===== src/rtl/afp_pkg.sv =====
// Shared definitions for the small-float multiplier: default field widths,
// exponent bias helper and the unpacked operand used by every lane.
package afp_pkg;

  localparam int AFP_EXP_W = 2;
  localparam int AFP_MAN_W = 1;
  localparam int AFP_W     = 1 + AFP_EXP_W + AFP_MAN_W;

  function automatic int afp_bias(input int exp_w);
    return (1 << (exp_w - 1)) - 1;
  endfunction

  localparam int AFP_BIAS = afp_bias(AFP_EXP_W);

  // exp is the unbiased exponent; man carries the hidden bit at its MSB.
  typedef struct packed {
    logic                        sign;
    logic signed [AFP_EXP_W+1:0] exp;
    logic        [AFP_MAN_W:0]   man;
  } afp_operand_t;

  // Subnormals share the exponent of the smallest normal, with hidden bit 0.
  function automatic afp_operand_t afp_unpack(input logic [AFP_W-1:0] v);
    afp_operand_t           u;
    logic [AFP_EXP_W-1:0]   e;
    e      = v[AFP_W-2 -: AFP_EXP_W];
    u.sign = v[AFP_W-1];
    u.man  = {e != '0, v[AFP_MAN_W-1:0]};
    u.exp  = $signed({2'b00, (e == '0) ? AFP_EXP_W'(1) : e}) - (AFP_EXP_W+2)'(AFP_BIAS);
    return u;
  endfunction

endpackage


===== src/rtl/afp_mul_lane.sv =====
// One multiply lane: S1 exact product, S2 normalize/denormalize with sticky,
// S3 round-to-nearest-even, saturate and pack. Stage loads come from the top.
module afp_mul_lane
  import afp_pkg::*;
#(
  parameter int  EXP_W = AFP_EXP_W,
  parameter int  MAN_W = AFP_MAN_W,
  localparam int W     = 1 + EXP_W + MAN_W
) (
  input  logic         clk,
  input  logic         rst_n,
  input  logic         ld1,
  input  logic         ld2,
  input  logic         ld3,
  input  logic [W-1:0] a,
  input  logic [W-1:0] b,
  output logic [W-1:0] res,
  output logic         ovf,
  output logic         unf
);

  localparam int BIAS = afp_bias(EXP_W);
  localparam int PW   = 2 * (MAN_W + 1);
  localparam int FW   = PW + 2;
  localparam int LW   = $clog2(FW);
  localparam int XW   = EXP_W + 3 + $clog2(FW);
  localparam logic [XW-1:0] EMAX = XW'((1 << EXP_W) - 1);

  afp_operand_t ua, ub;

  logic                    sign1_q, sign1_d;
  logic [PW-1:0]           prod1_q, prod1_d;
  logic signed [EXP_W+1:0] exp1_q, exp1_d;

  logic                    sign2_q, sign2_d;
  logic                    zero2_q, zero2_d;
  logic [XW-1:0]           f2_q, f2_d;
  logic [MAN_W:0]          kept2_q, kept2_d;
  logic                    guard2_q, guard2_d;
  logic                    sticky2_q, sticky2_d;

  logic [W-1:0]            res3_q, res3_d;
  logic                    ovf3_q, ovf3_d;
  logic                    unf3_q, unf3_d;

  // S1: exact significand product and biased exponent of a 1x.f-scaled result
  always_comb begin
    ua = afp_unpack(a);
    ub = afp_unpack(b);
    // NOTE: every always_comb output gets its hold value first so no path infers a latch.
    sign1_d = sign1_q;
    prod1_d = prod1_q;
    exp1_d  = exp1_q;
    if (ld1) begin
      sign1_d = ua.sign ^ ub.sign;
      prod1_d = PW'(ua.man) * PW'(ub.man);
      exp1_d  = ua.exp + ub.exp + (EXP_W+2)'(BIAS);
    end
  end

  logic [LW-1:0]     lz;
  logic [XW-1:0]     en, sh;
  logic [FW-1:0]     nfr;
  logic [2*FW-1:0]   wide;
  logic              sh_stk;

  // S2: bring the leading one to the top, then shift right into the
  // subnormal range when the exponent falls below the smallest normal.
  always_comb begin
    lz = LW'(PW - 1);
    for (int i = 0; i < PW; i++) begin
      if (prod1_q[i]) lz = LW'(PW - 1 - i);
    end
    en     = {{(XW-EXP_W-2){exp1_q[EXP_W+1]}}, exp1_q} + XW'(1) - XW'(lz);
    nfr    = {prod1_q, 2'b00} << lz;
    sh     = '0;
    wide   = '0;
    sh_stk = 1'b0;
    if (en[XW-1] || (en == '0)) begin
      sh = XW'(1) - en;
      if (sh > XW'(FW)) sh = XW'(FW);
      wide   = {nfr, {FW{1'b0}}} >> sh;
      nfr    = wide[2*FW-1:FW];
      sh_stk = |wide[FW-1:0];
      en     = '0;
    end

    sign2_d   = sign2_q;
    zero2_d   = zero2_q;
    f2_d      = f2_q;
    kept2_d   = kept2_q;
    guard2_d  = guard2_q;
    sticky2_d = sticky2_q;
    if (ld2) begin
      sign2_d   = sign1_q;
      zero2_d   = (prod1_q == '0);
      f2_d      = en;
      kept2_d   = nfr[FW-1 -: MAN_W+1];
      guard2_d  = nfr[FW-2-MAN_W];
      sticky2_d = (|nfr[FW-3-MAN_W:0]) | sh_stk;
    end
  end

  logic             inc;
  logic [MAN_W+1:0] sum;
  logic [XW-1:0]    f;
  logic [MAN_W-1:0] man;

  // S3: a carry out of the mantissa, or a subnormal reaching the hidden
  // bit, bumps the exponent field by one.
  always_comb begin
    inc = guard2_q & (sticky2_q | kept2_q[0]);
    sum = {1'b0, kept2_q} + (MAN_W+2)'(inc);
    f   = f2_q + XW'(sum[MAN_W+1]) + XW'((f2_q == '0) & sum[MAN_W]);
    man = sum[MAN_W+1] ? sum[MAN_W:1] : sum[MAN_W-1:0];

    res3_d = res3_q;
    ovf3_d = ovf3_q;
    unf3_d = unf3_q;
    if (ld3) begin
      ovf3_d = 1'b0;
      unf3_d = 1'b0;
      if (zero2_q) begin
        res3_d = {sign2_q, {(W-1){1'b0}}};
      end else if (f > EMAX) begin
        res3_d = {sign2_q, {(W-1){1'b1}}};
        ovf3_d = 1'b1;
      end else begin
        res3_d = {sign2_q, f[EXP_W-1:0], man};
        unf3_d = (f == '0) && (man == '0);
      end
    end
  end

  // NOTE: only the visible output stage is reset; inner datapath registers
  // are don't-care until their stage valid bit (held in the top) is set.
  always_ff @(posedge clk) begin
    sign1_q   <= sign1_d;
    prod1_q   <= prod1_d;
    exp1_q    <= exp1_d;
    sign2_q   <= sign2_d;
    zero2_q   <= zero2_d;
    f2_q      <= f2_d;
    kept2_q   <= kept2_d;
    guard2_q  <= guard2_d;
    sticky2_q <= sticky2_d;
    if (!rst_n) begin
      res3_q <= '0;
      ovf3_q <= 1'b0;
      unf3_q <= 1'b0;
    end else begin
      res3_q <= res3_d;
      ovf3_q <= ovf3_d;
      unf3_q <= unf3_d;
    end
  end

  assign res = res3_q;
  assign ovf = ovf3_q;
  assign unf = unf3_q;

endmodule


===== src/rtl/afp_mul_pipe.sv =====
// LANES-wide small-float multiplier with a 3-stage elastic pipeline;
// the top owns the shared valid/ready handshake and stage enables.
module afp_mul_pipe
  import afp_pkg::*;
#(
  parameter int  EXP_W = AFP_EXP_W,
  parameter int  MAN_W = AFP_MAN_W,
  parameter int  LANES = 4,
  localparam int W     = 1 + EXP_W + MAN_W
) (
  input  logic               clk,
  input  logic               rst_n,
  input  logic               in_valid,
  output logic               in_ready,
  input  logic [LANES*W-1:0] x,
  input  logic [LANES*W-1:0] y,
  output logic               out_valid,
  input  logic               out_ready,
  output logic [LANES*W-1:0] result,
  output logic [LANES-1:0]   ovf,
  output logic [LANES-1:0]   unf
);

  logic v1_q, v1_d, v2_q, v2_d, v3_q, v3_d;
  logic en1, en2, en3;
  logic ld1, ld2, ld3;

  // A stage can take new data when it is empty or its contents move on.
  always_comb begin
    en3      = ~v3_q | out_ready;
    en2      = ~v2_q | en3;
    en1      = ~v1_q | en2;
    in_ready = rst_n & en1;
    ld1      = in_valid & in_ready;
    ld2      = v1_q & en2;
    ld3      = v2_q & en3;
    v1_d     = en1 ? in_valid : v1_q;
    v2_d     = en2 ? v1_q : v2_q;
    v3_d     = en3 ? v2_q : v3_q;
  end

  always_ff @(posedge clk) begin
    if (!rst_n) begin
      v1_q <= 1'b0;
      v2_q <= 1'b0;
      v3_q <= 1'b0;
    end else begin
      v1_q <= v1_d;
      v2_q <= v2_d;
      v3_q <= v3_d;
    end
  end

  assign out_valid = v3_q;

  for (genvar i = 0; i < LANES; i++) begin : g_lane
    afp_mul_lane #(
      .EXP_W(EXP_W),
      .MAN_W(MAN_W)
    ) u_lane (
      .clk  (clk),
      .rst_n(rst_n),
      .ld1  (ld1),
      .ld2  (ld2),
      .ld3  (ld3),
      .a    (x[i*W +: W]),
      .b    (y[i*W +: W]),
      .res  (result[i*W +: W]),
      .ovf  (ovf[i]),
      .unf  (unf[i])
    );
  end

endmodule


===== config.mk =====
export PLATFORM = sky130hd
export DESIGN_NAME = afp_mul_pipe
export DESIGN_NICKNAME = d
export VERILOG_FILES = /design/src/rtl/afp_pkg.sv /design/src/rtl/afp_mul_lane.sv /design/src/rtl/afp_mul_pipe.sv
export SDC_FILE = /design/constraint.sdc
export NUM_CORES = 1
export LEC_CHECK = 0
export BUFFER_PORTS_ARGS = -buffer_cell sky130_fd_sc_hd__buf_2
export CAP_MARGIN = 20
export CORE_MARGIN = 2
export CORE_UTILIZATION = 55
export DETAILED_ROUTE_END_ITERATION = 7
export PLACE_DENSITY = 0.74
export REMOVE_ABC_BUFFERS = 1
export SYNTH_ARGS = -nofsm -noshare
export SYNTH_HDL_FRONTEND = slang
export SYNTH_SLANG_ARGS = --single-unit

===== constraint.sdc =====
create_clock -name clk -period 11.2 [get_ports clk]
set_input_delay 1.12 -clock clk [delete_from_list [all_inputs] [get_ports clk]]
set_output_delay 1.12 -clock clk [all_outputs]
set_load 0.005 [all_outputs]

==> impl_metrics.py <==
metrics = {
    "timing": {
        "hold_viol": 0,
        "min_period_ps": 3880,
        "rsz0062_at_grt": "no",
        "min_period_over_period_pct": 34.7,
        "setup_tns_ps": 0,
        "slew_headroom_pct": 38.4,
        "slew_viol_final": 0,
        "fmax_mhz": 257,
        "finalSetupViolCount": 0,
        "skew_ps": 6.80,
        "worst_pin_slew_ps": 923,
    },
    "detailed_routing": {
        "dr_total_vias": 5478,
        "first_pass_iters": 5,
        "drt_iter0_drc": 237,
        "drcViolationCount": 0,
        "postRouteAntennaNets": 0,
        "wl_per_cell_um": 14.0,
        "routed_via_density": 5.64,
        "wirelength_um": 13600,
    },
    "global_route": {
        "grt_overflow": 0,
        "grt_first_pass_wirelength_um": 22800,
        "grt_use_total_pct": 19.6,
        "grt_max_degree": 46,
        "grt_pass1_vias": 5250,
        "antenna_found_initial": 0,
    },
    "synthesis": {
        "ys_ff_latch": 119,
        "syn_area_mm2": 0.00751,
        "synthFlopType": "edfxtp_1",
        "async_flop_share_pct": 0,
        "synthAdderAreaFrac_pct": 11.3,
        "synth_top_area_cell": "edfxtp_1",
        "muxShareOfSynthArea_pct": 2.18,
        "synth_cells": 719,
        "synth_compound_area_share_pct": 16.1,
        "synth_xor_area_share_pct": 4.50,
        "synth_warnings": 0,
        "yosysTopAreaCellShare_pct": 36.8,
        "synth.avg_cell_area_um2": 10.4,
        "synth_edf_count": 92,
        "synthSimpleGateAreaFrac_pct": 17.9,
        "synth_top_family_by_area": "simple AND/OR/NAND/NOR gates",
        "yosysUniqueCellTypes": 77,
        "yosys-top-cells-area": "edfxtp_1 37%, ha_1 8.0%, dfxtp_1 7.2%",
        "seq_area_frac_synth_pct": 44.0,
    },
    "pwr": {
        "p_sw_share_pct": 28.1,
        "pwr-share-clk_pct": 38.1,
        "p_seq_share_pct": 40.3,
        "p_leak_nw": 3.40,
        "power_frac_comb_pct": 21.6,
        "peakVddDrop_v": 0.000116,
        "intPower_uw": 968,
        "power_density_mw_per_mm2": 158,
        "p_switching_uw": 379,
    },
    "worst_setup_path": {
        "worstSetupPathType": "flip-flop to flip-flop",
        "end_kind": "flip-flop",
        "start_kind": "flip-flop",
        "cp_max_fo": 14,
        "crit_arrival_ps": 4040,
        "worstPathRequired_ps": 11350,
        "reg2reg_setup_slack_ps": 7320,
    },
    "finish": {
        "regArea_mm2": 0.00330,
        "mostFrequentLayoutCells": "92 x edfxtp_1, 61 x buf_2, 55 x nand2_1",
        "multi_input_comb_area_mm2": 0.00398,
        "finalInstanceArea_mm2": 0.00850,
        "diodes": 0,
        "n_fill_cell": 1039,
        "final_nets": 878,
        "final_layout_size_suffix_gt1_share_pct": 15.2,
        "syn2layout_area_growth_pct": 13.2,
        "layout_commonest_cell": "edfxtp_1",
    },
    "placement": {
        "dp_hpwl_um": 9810,
        "placed_cell_area_mm2": 0.00794,
        "portBuffers": 61,
        "place.gp.congestion": 0.873,
    },
    "die": {
        "initial_core_util_pct": 56.5,
        "die-area_mm2": 0.0146,
        "die_w_um": 121,
        "die_h_um": 121,
        "num_rows": 42,
        "core_area_mm2": 0.0133,
        "ios": 62,
    },
    "clock_network": {
        "cts-root-buf": "clkbuf_16",
        "cts.clk_slew.worst_paths_ps": 50,
        "tritoncts": "built",
        "htreeDepth": 4,
        "clk_latency_ps": 420,
        "cts_hold_buf": 0,
        "cts_buffers": 17,
        "max-clock-path-buffers": 2,
        "clock_sinks": 119,
        "cts_setup_buffers": 0,
        "cts_resized": 0,
    },
    "worst_hold_path": {
        "hold_path_class": "flip-flop to flip-flop",
    },
    "status": {
        "status": "finished clean",
    },
    "flow_run": {
        "cap_violations": 0,
    },
}
worst paths after layout:
path | cells past startpoint | start | end
max | 13 | g_lane[2].u_lane.prod1_q[3]$_DFFE_PP_ | g_lane[2].u_lane.guard2_q$_DFFE_PP_
min | 0 | g_lane[1].u_lane.sign1_q$_DFFE_PP_ | g_lane[1].u_lane.sign2_q$_DFFE_PP_
max reg2reg | 13 | g_lane[2].u_lane.prod1_q[3]$_DFFE_PP_ | g_lane[2].u_lane.guard2_q$_DFFE_PP_
min reg2reg | 0 | g_lane[1].u_lane.sign1_q$_DFFE_PP_ | g_lane[1].u_lane.sign2_q$_DFFE_PP_
cell type report:
class                   count  area share, %
clock inverters             8          0.486
well taps                 176           2.59
clock buffers              24           6.18
inverters                  33           1.46
multi-input cells         549           46.8
repair buffers             62           3.68
flip-flops and latches    119           38.9
power groups by stage:
stage          Clock [mW]  Sequential (mW)  Combinational [mW]
2_1_floorplan           0            0.546               0.226
3_3_place_gp            0            0.549               0.273
3_5_place_dp            0            0.552               0.285
4_1_cts             0.523            0.543               0.289
5_1_grt             0.540            0.548               0.327
6_report            0.513            0.543               0.291
through the flow:
step / instances / utilization [%] / hold WS (ps) / power, mW / setup WS [ps]
3_3_place_gp: 939 / 59.7 / 404 / 0.822 / 7540
3_5_place_dp: 939 / 59.7 / 413 / 0.837 / 7360
6_report: 971 / 63.9 / 423 / 1.35 / 7320
5_1_grt: 971 / 63.9 / 437 / 1.41 / 7110
2_1_floorplan: 701 / - / 400 / 0.772 / 6870
4_1_cts: 971 / 63.9 / 423 / 1.36 / 7350
sequential cells by signal, indices dropped and copies added, names as in the netlist:
signal                   flops
g_lane.u_lane.kept2_q        8
g_lane.u_lane.res           16
out_valid                    1
g_lane.u_lane.guard2_q       4
g_lane.u_lane.exp1_q        16
g_lane.u_lane.prod1_q       16
g_lane.u_lane.f2_q          32
g_lane.u_lane.sign2_q        4
v1_q                         1
g_lane.u_lane.unf            4
g_lane.u_lane.sticky2_q      4
g_lane.u_lane.sign1_q        4
g_lane.u_lane.zero2_q        4
g_lane.u_lane.ovf            4
v2_q                         1
synth_stat cells (all sizes together), types with 15 or more instances:
master  instances
edfxtp         92
nand2          55
nor2           52
ha             48
nor3           37
inv            33
nor2b          31
a21oi          29
dfxtp          27
xor2           26
o21ai          25
and2           22
clkbuf         17
buf            16
nand2b         15
metal layers:
| metal | up-vias | wire length [um] | part of all wire [%] | global-route usage [%] |
|---|---|---|---|---|
| met4 | 0 | 206 | 1.5 | 8.50 |
| met3 | 18 | 521 | 3.8 | 4.34 |
| li1 | 2754 | - | - | - |
| met2 | 127 | 7120 | 52 | 35.5 |
| met1 | 2579 | 5750 | 42 | 22.1 |
| met5 | - | 0 | 0 | 0 |
worst max-delay path, stage by stage, from the launching register on:
cell	delay [ps]
edfxtp_1	500
a21oi_1	190
ha_1	160
inv_1	70
fa_1	770
inv_1	150
ha_1	310
and4b_1	230
o21ai_1	120
a21oi_1	80
o21ai_1	240
o211ai_4	160
o31a_1	330
o41a_1	320
kinds of logic (layout without fill, tap and decap cells):
| kind of cell | after synthesis | after routing |
|---|---|---|
| multiplexers | 16 | 16 |
| buffers and inverters | 66 | 127 |
| flip-flops | 119 | 119 |
| adder cells (fa/ha/maj) | 61 | 61 |
| AO/OA/AOI/OAI | 165 | 165 |
| other | 1 | 16 |
| XOR/XNOR | 30 | 30 |
| AND/OR/NAND/NOR | 261 | 261 |
Note: power is estimated with default switching activity, not from simulation.
